[config.mk]
export PLATFORM = sky130hd
export DESIGN_NAME = ram_burst_master_flat
export DESIGN_NICKNAME = d
export VERILOG_FILES = /design/src/rtl/ram_burst_master_pkg.sv /design/src/rtl/ram_burst_master_if.sv /design/src/rtl/ram_burst_master.sv /design/src/flat_wrapper.sv
export SDC_FILE = /design/constraint.sdc
export NUM_CORES = 1
export LEC_CHECK = 0
export ABC_AREA = 1
export CORE_UTILIZATION = 40
export DETAILED_ROUTE_END_ITERATION = 8
export GPL_TIMING_DRIVEN = 0
export HOLD_SLACK_MARGIN = 0.02
export PLACE_DENSITY = 0.82
export SYNTH_ARGS = -nofsm -noshare
export SYNTH_HDL_FRONTEND = slang
export SYNTH_SLANG_ARGS = --single-unit
[constraint.sdc]
create_clock -name CLK -period 2.2 [get_ports CLK]
set_input_delay 0.44 -clock CLK [delete_from_list [all_inputs] [get_ports CLK]]
set_output_delay 0.44 -clock CLK [all_outputs]
set_load 0.005 [all_outputs]
[src/rtl/ram_burst_master_pkg.sv]
// Shared definitions for the block-RAM burst master: default widths, op codes
// and the controller state encoding.
package ram_pkg;

    localparam int ADDR_W = 6;
    localparam int DATA_W = 16;

    typedef enum logic [1:0] {
        OP_READ  = 2'b00,
        OP_WRITE = 2'b01,
        OP_FILL  = 2'b10,
        OP_NOP   = 2'b11
    } op_e;

    typedef enum logic [2:0] {
        IDLE,
        READ,
        RD_DRAIN,
        WRITE,
        FILL,
        DONE
    } state_e;

endpackage

[src/rtl/ram_burst_master_if.sv]
// Client-side channels of the burst master: command, write-data and read-response.
interface ram_burst_master_if #(
    parameter int ADDR_W = ram_pkg::ADDR_W,
    parameter int DATA_W = ram_pkg::DATA_W
);

    logic              cmd_valid;
    logic              cmd_ready;
    logic [1:0]        cmd_op;
    logic [ADDR_W-1:0] cmd_addr;
    logic [ADDR_W-1:0] cmd_len;
    logic [DATA_W-1:0] cmd_fill;

    logic              wr_valid;
    logic              wr_ready;
    logic [DATA_W-1:0] wr_data;

    logic              rd_valid;
    logic [DATA_W-1:0] rd_data;
    logic              rd_last;

    // Host / DMA side issuing commands and consuming read data
    modport master (
        output cmd_valid, cmd_op, cmd_addr, cmd_len, cmd_fill, wr_valid, wr_data,
        input  cmd_ready, wr_ready, rd_valid, rd_data, rd_last
    );

    modport slave (
        input  cmd_valid, cmd_op, cmd_addr, cmd_len, cmd_fill, wr_valid, wr_data,
        output cmd_ready, wr_ready, rd_valid, rd_data, rd_last
    );

endinterface

[src/rtl/ram_burst_master.sv]
// Burst initiator for a single-port block RAM: read bursts, streamed write
// bursts and constant fills, with synchronous abort.
module ram_burst_master #(
    parameter int ADDR_W = ram_pkg::ADDR_W,
    parameter int DATA_W = ram_pkg::DATA_W
) (
    input  logic              CLK,
    input  logic              CLR_n,
    ram_burst_master_if.slave bus,
    input  logic              abort,
    output logic              busy,
    output logic              done,
    output logic              ram_en,
    output logic              ram_we,
    output logic              ram_clr,
    output logic [ADDR_W-1:0] ram_addr,
    output logic [DATA_W-1:0] ram_di,
    input  logic [DATA_W-1:0] ram_do
);

    import ram_pkg::*;

    state_e            state;
    state_e            next_state;
    logic [ADDR_W-1:0] addr_q;
    logic [ADDR_W-1:0] cnt_q;
    logic [DATA_W-1:0] fill_q;
    logic              rd_valid_q;
    logic              rd_last_q;
    logic              cmd_fire;
    logic              last;
    logic              advance;

    assign cmd_fire = bus.cmd_valid && (state == IDLE);
    assign last     = (cnt_q == '0);
    assign advance  = (state == READ) || (state == FILL) ||
                      ((state == WRITE) && bus.wr_valid);

    always_ff @(posedge CLK or negedge CLR_n) begin
        if (!CLR_n) begin
            state <= IDLE;
        end else begin
            state <= next_state;
        end
    end

    always_comb begin
        next_state = state;
        case (state)
            IDLE: begin
                if (cmd_fire) begin
                    case (bus.cmd_op)
                        OP_READ:  next_state = READ;
                        OP_WRITE: next_state = WRITE;
                        OP_FILL:  next_state = FILL;
                        default:  next_state = DONE;
                    endcase
                end
            end
            READ: begin
                if (abort) begin
                    next_state = DONE;
                end else if (last) begin
                    next_state = RD_DRAIN;
                end
            end
            RD_DRAIN: next_state = DONE;
            WRITE: begin
                if (abort || (bus.wr_valid && last)) begin
                    next_state = DONE;
                end
            end
            FILL: begin
                if (abort || last) begin
                    next_state = DONE;
                end
            end
            DONE:    next_state = IDLE;
            default: next_state = IDLE;
        endcase
    end

    // Address wraps modulo the RAM depth by plain ADDR_W-bit overflow
    always_ff @(posedge CLK or negedge CLR_n) begin
        if (!CLR_n) begin
            addr_q     <= '0;
            cnt_q      <= '0;
            fill_q     <= '0;
            rd_valid_q <= 1'b0;
            rd_last_q  <= 1'b0;
        end else begin
            rd_valid_q <= (state == READ);
            rd_last_q  <= (state == READ) && last;
            if (cmd_fire) begin
                addr_q <= bus.cmd_addr;
                cnt_q  <= bus.cmd_len;
                fill_q <= bus.cmd_fill;
            end else if (advance) begin
                addr_q <= addr_q + 1'b1;
                cnt_q  <= cnt_q - 1'b1;
            end
        end
    end

    always_comb begin
        bus.cmd_ready = 1'b0;
        bus.wr_ready  = 1'b0;
        ram_en        = 1'b0;
        ram_we        = 1'b0;
        ram_clr       = 1'b0;
        ram_addr      = '0;
        ram_di        = '0;
        case (state)
            IDLE: bus.cmd_ready = 1'b1;
            READ: begin
                ram_en   = 1'b1;
                ram_addr = addr_q;
            end
            WRITE: begin
                bus.wr_ready = 1'b1;
                ram_en       = bus.wr_valid;
                ram_we       = bus.wr_valid;
                ram_addr     = addr_q;
                ram_di       = bus.wr_data;
            end
            FILL: begin
                ram_en   = 1'b1;
                ram_we   = 1'b1;
                ram_addr = addr_q;
                ram_di   = fill_q;
            end
            // Clearing DO here keeps stale data from an aborted read off the bus
            DONE:    ram_clr = 1'b1;
            default: ;
        endcase
    end

    assign bus.rd_valid = rd_valid_q;
    assign bus.rd_last  = rd_last_q;
    assign bus.rd_data  = ram_do;
    assign busy         = (state != IDLE);
    assign done         = (state == DONE);

endmodule

[src/flat_wrapper.sv]
// flat-port wrapper written by rule: the top's interface ports become plain ports
module ram_burst_master_flat import ram_pkg::*;
#(
    parameter int ADDR_W = ram_pkg::ADDR_W,
    parameter int DATA_W = ram_pkg::DATA_W
)
  (CLK, CLR_n, abort, busy, done, ram_en, ram_we, ram_clr, ram_addr, ram_di, ram_do, bus_cmd_valid, bus_cmd_op, bus_cmd_addr, bus_cmd_len, bus_cmd_fill, bus_wr_valid, bus_wr_data, bus_cmd_ready, bus_wr_ready, bus_rd_valid, bus_rd_data, bus_rd_last);
  ram_burst_master_if #(.ADDR_W(ADDR_W), .DATA_W(DATA_W)) bus_i ();
  input  logic CLK;
  input  logic CLR_n;
  input  logic abort;
  output logic busy;
  output logic done;
  output logic ram_en;
  output logic ram_we;
  output logic ram_clr;
  output logic [ADDR_W-1:0] ram_addr;
  output logic [DATA_W-1:0] ram_di;
  input  logic [DATA_W-1:0] ram_do;
  input wire logic [$bits(bus_i.cmd_valid)-1:0] bus_cmd_valid;
  input wire logic [$bits(bus_i.cmd_op)-1:0] bus_cmd_op;
  input wire logic [$bits(bus_i.cmd_addr)-1:0] bus_cmd_addr;
  input wire logic [$bits(bus_i.cmd_len)-1:0] bus_cmd_len;
  input wire logic [$bits(bus_i.cmd_fill)-1:0] bus_cmd_fill;
  input wire logic [$bits(bus_i.wr_valid)-1:0] bus_wr_valid;
  input wire logic [$bits(bus_i.wr_data)-1:0] bus_wr_data;
  output wire logic [$bits(bus_i.cmd_ready)-1:0] bus_cmd_ready;
  output wire logic [$bits(bus_i.wr_ready)-1:0] bus_wr_ready;
  output wire logic [$bits(bus_i.rd_valid)-1:0] bus_rd_valid;
  output wire logic [$bits(bus_i.rd_data)-1:0] bus_rd_data;
  output wire logic [$bits(bus_i.rd_last)-1:0] bus_rd_last;
  assign bus_i.cmd_valid = bus_cmd_valid;
  assign bus_i.cmd_op = bus_cmd_op;
  assign bus_i.cmd_addr = bus_cmd_addr;
  assign bus_i.cmd_len = bus_cmd_len;
  assign bus_i.cmd_fill = bus_cmd_fill;
  assign bus_i.wr_valid = bus_wr_valid;
  assign bus_i.wr_data = bus_wr_data;
  assign bus_cmd_ready = bus_i.cmd_ready;
  assign bus_wr_ready = bus_i.wr_ready;
  assign bus_rd_valid = bus_i.rd_valid;
  assign bus_rd_data = bus_i.rd_data;
  assign bus_rd_last = bus_i.rd_last;
  ram_burst_master #(.ADDR_W(ADDR_W), .DATA_W(DATA_W)) u_core (.CLK(CLK), .CLR_n(CLR_n), .bus(bus_i), .abort(abort), .busy(busy), .done(done), .ram_en(ram_en), .ram_we(ram_we), .ram_clr(ram_clr), .ram_addr(ram_addr), .ram_di(ram_di), .ram_do(ram_do));
endmodule
### Word level (Yosys, flattened, before mapping)

Index checks and enable logic that the tools add are counted.
Widths: inputs -> output; s select.

| operators by class | value |
|---|---|
| eq/ne operators | 11 |
| add/subtract/negate cells | 2 |
| reduce and logical (&&, ||, !) cells | 16 |
| muxes and demuxes | 18 |

Operators by type and width:

| operator | number |
|---|---|
| $pmux 16 s2 | 1 |
| $mux 6 | 5 |
| $mux 3 | 5 |
| $pmux 3 s5 | 1 |
| $pmux 3 s3 | 1 |
| $add 6x1->6 const B | 1 |
| $eq 3x2->1 const B | 2 |
| $eq 3x3->1 const B | 2 |
| $logic_not 6->1 | 1 |
| $sub 6x1->6 const B | 1 |
| $logic_and 1x1->1 | 4 |
| $logic_or 1x1->1 | 4 |
| $ne 2x2->1 const B | 2 |
| $pmux 1 s2 | 2 |
| $reduce_and 4->1 | 1 |
| $eq 3x1->1 const B | 1 |
| $logic_not 3->1 | 1 |
| $mux 1 | 3 |
| $ne 3x2->1 const B | 1 |
| $reduce_bool 3->1 | 1 |
| $reduce_or 3->1 | 1 |
| $eq 2x1->1 const B | 1 |
| $eq 2x2->1 const B | 1 |
| $logic_not 2->1 | 1 |
| other kinds (3) | 3 |

| storage, ports and cells | value |
|---|---|
| register bits after elaboration | 33 |

### Logic depth before layout (Yosys ltp)

| logic depth | value |
|---|---|
| depth after elaboration | 5 |
| mapped depth | 9 |
| depth with buffers taken out | 9 |

### Worst setup path before layout

OpenSTA, ideal clock, no wires.

| timing | value |
|---|---|
| path kind | flip-flop to output port |
| from | register u_core.state[0] |
| to | output ram_di[0] |
| path buffers | 1 |
| required time | 1.760 ns |
| slack | 0.668 ns |
| stages on the path, launching flop included | 5 |
| data arrival time | 1.092 ns |
| path through | dfrtp_1 > nor2_4 > nand2_2 > clkbuf_1 > o21ai_0 |

| on the way | value |
|---|---|
| word-level cells in the longest chain between the ends | 2 |
| elaborated cells between the ends (all ways) | 3 |
| those cells by class | eq/ne: 2; mux: 1 |

Ends and longest elaborated chain:

| what | RTL line | source |
|---|---|---|
| from (decl) | ram_burst_master.sv:23 | `state_e state;` |
| from (signal assigned) | ram_burst_master.sv:43 | `state <= next_state;` |
| $eq 3x3->1 or $eq 3x2->1 (tied branches) | ram_burst_master.sv:113 | `case (state)` |
| $pmux 16 s2 (*) | ram_burst_master.sv:113 |  |
| to (decl) | flat_wrapper.sv:18 | `output logic [DATA_W-1:0] ram_di;` |

Every way passes the cells marked *; elsewhere a longest branch is shown, timed or not.

### Worst setup path after layout

| timing | value |
|---|---|
| from | register u_core.state[2] |
| to | output ram_addr[1] |

| on the way | value |
|---|---|
| word-level cells in the longest chain between the ends | 3 |
| elaborated cells between the ends (all ways) | 5 |
| those cells by class | eq/ne: 3; mux: 1; reduce/logical: 1 |

Ends and longest elaborated chain:

| what | RTL line | source |
|---|---|---|
| $eq 3x1->1, or another cell as far along | ram_burst_master.sv:113 |  |
| $reduce_or 3->1 (no line) (*) | - |  |
| $mux 6 (*) | ram_burst_master.sv:113 |  |
| to (decl) | flat_wrapper.sv:17 | `output logic [ADDR_W-1:0] ram_addr;` |

Marked as above.

==> impl_metrics.env <==
export IMPL_hold_buffers=0
export IMPL_first_iter_violations=151
export IMPL_cp_arrival_ns=1.73
export IMPL_synthAdderAreaFrac_pct=1.77
export IMPL_dieHeight_um=74.8
export IMPL_syn_inst=307
export IMPL_cap_violations=0
export IMPL_route_detailed_drc=0
export IMPL_min_period_ns=2.17
export IMPL_synth_xor_area_share_pct=0
export IMPL_final_cell_mix="nand2_1, clkdlybuf4s50_1, inv_1"
export IMPL_cts_sinks=33
export IMPL_dp_hpwl_um=4490
export IMPL_clk_pin_slew_ns=0.08
export IMPL_drtPass1Iterations=4
export IMPL_area_delta_synth_final_pct=63.6
export IMPL_dieArea_um2=5590
export IMPL_ys_types=21
export IMPL_viasPerCell=4.84
export IMPL_antenna_found_initial=0
export IMPL_grt_pass1_wl_um=10100
export IMPL_fin_setup_tns_ns=0
export IMPL_synth_top_family_by_area="simple AND/OR/NAND/NOR gates"
export IMPL_r2r_end="u_core.fill_q[15]"
export IMPL_relSlewSlack_pct=50.3
export IMPL_overflow=0
export IMPL_drive_above_1_share_pct=15.6
export IMPL_yosysWarnings=0
export IMPL_status="complete, no violations"
export IMPL_r2r_start="u_core.state[2]"
export IMPL_postRouteAntennaNets=0
export IMPL_reg2reg_depth=8
export IMPL_initial_utilization_pct=41.5
export IMPL_grtUsageTotal_pct=24.1
export IMPL_finalHoldViolCount=0
export IMPL_hp_class="input pin to async pin"
export IMPL_endpoint_kind="output pin"
export IMPL_fmax_mhz=461
export IMPL_worstMarginPinSlew_ns=0.746
export IMPL_peakVddDrop_mv=0.608
export IMPL_vias=2380
export IMPL_finalClockSkew_ns=0.00691
export IMPL_grt_max_degree=34
export IMPL_total_leakage_power_nw=1.82
export IMPL_port_buffers=97
export IMPL_synthMuxAreaShare_pct=0
export IMPL_dp_slack_ns=-0.0194
export IMPL_reg2reg_slack_ns=0.34
export IMPL_synth_seq_cells=33
export IMPL_worstPathMaxFanout=7
export IMPL_fin_nets=491
export IMPL_num_fill_cells=430
export IMPL_total_power_mw=4.19
export IMPL_critPathKind="flop to output pin"
export IMPL_totalWireLength_um=6430
export IMPL_synth_largest_area_cell="dfrtp_1"
export IMPL_synthTopCellsByArea="dfrtp_1, nand2_1, o21ai_0, inv_1, buf_4"
export IMPL_clockBufferDepth=2
export IMPL_rows=26
export IMPL_routedWlPerCell_um=13.1
export IMPL_power_density_nw_per_um2=1210
export IMPL_diodes=0
export IMPL_htree_num_levels=2
export IMPL_synth_compound_area_share_pct=12.2
export IMPL_rsz0062_at_grt="yes"
export IMPL_synth_nets=377
export IMPL_ys_seq_area_share_pct=39.0
export IMPL_timing_hold_ws_ns=0.204
export IMPL_layout_commonest_cell="nand2_1"
export IMPL_root_buffer="clkbuf_8"
export IMPL_syn_area_um2=2120
export IMPL_coreArea_um2=5110
export IMPL_ios=114
export IMPL_grt_pass1_vias=2262
export IMPL_gp_congestion=0.858
export IMPL_slew_viol_final=0
export IMPL_cp_start_kind="flop"
export IMPL_setup_viol=0
export IMPL_setup_ws_ns=0.0321
export IMPL_synth_simple_gate_area_share_pct=30.0
export IMPL_synth_avg_cell_area_um2=6.90
export IMPL_netlist_area_leader_share_pct=39.0
export IMPL_crit_required_ns=1.76
export IMPL_fin_crit_sh_pct=98.5
export IMPL_cts_buffers=5
export IMPL_cts_tree="yes"
export IMPL_clkLatencyLatePin_ns=0.29
export IMPL_die_w_um=74.8
[cell usage after synthesis (all sizes together)]
| cell type | number |
|---|---|
| nor2 | 19 |
| buf | 25 |
| o21ai | 48 |
| ha | 3 |
| nand4 | 4 |
| dfrtp | 33 |
| a21oi | 2 |
| clkbuf | 2 |
| nand3 | 19 |
| o21bai | 1 |
| nand2 | 104 |
| inv | 43 |
| or2 | 2 |
| nor3 | 2 |
[layer usage]
layer	vias to the layer above	global-route usage, %	wire [um]
li1	1169	-	-
met1	1110	27.6	2620
met2	87	43.4	3350
met3	14	4.82	297
met4	0	10.3	162
met5	-	0	0
[worst max path at each step]
stage	start	end	slack (ns)	cells past startpoint
detailed placement	u_core.state[0]	ram_di[15]	-0.02	5
global placement	u_core.state[0]	ram_di[6]	0.01	5
global route	u_core.state[2]	ram_clr	-0.06	5
finish	u_core.state[2]	ram_addr[1]	0.03	6
CTS	u_core.state[1]	ram_we	-0.03	6
floorplan	u_core.state[0]	ram_di[0]	0.67	4
[metrics by stage]
step	instances	instance area [um^2]	utilization, %
global placement	474	3180	62.2
global route	492	3470	67.9
floorplan	307	2120	-
detailed placement	474	3170	62.1
CTS	490	3380	66.2
finish	492	3470	67.9
[where the power goes]
part	switching [mW]	leakage, nW	internal, mW
Sequential	0.177	0.409	0.897
Clock	0.245	0.0687	0.456
Combinational	1.31	1.34	1.10
[registers in the layout, indices dropped and copies added, names as in the netlist]
| signal | cells |
|---|---|
| u_core.fill_q | 16 |
| u_core.bus.rd_last | 1 |
| u_core.addr_q | 6 |
| u_core.cnt_q | 6 |
| u_core.state | 3 |
| u_core.bus.rd_valid | 1 |
[final cells by class]
type                            count  area (um^2)  share of cell area [%]
Buffer                             27          218                    6.28
Multi-Input combinational cell    205          981                    28.3
Clock buffer                        5         68.8                    1.98
Tap cell                           70         87.6                    2.53
Clock inverter                      3         68.8                    1.98
Sequential cell                    33          828                    23.9
Inverter                           43          165                    4.76
Timing Repair Buffer              106         1050                    30.3
[logic make-up (layout without fill, tap and decap cells)]
kind of cell               count (synthesis)  after routing
and+or+nand+nor                          150            151
AOI/OAI and AO/OA                         51             51
adders and majority gates                  3              3
buffers and inverters                     70            184
DFF                                       33             33
[timing repair]
item                                    4_1_cts  5_1_grt
gates cloned                                  1        0
buffers inserted                              7        2
resized for setup                            25       22
endpoints found under the setup margin       26       15
pin swaps                                     2        3
[critical path: stages (launching register included)]
cell,delay [ns]
dfrtp_1,0.35
buf_6,0.16
clkinvlp_4,0.12
nand2_2,0.10
nand2_4,0.09
nor2_2,0.11
clkdlybuf4s50_1,0.50
No activity file was read; power rests on OpenSTA's default activity.
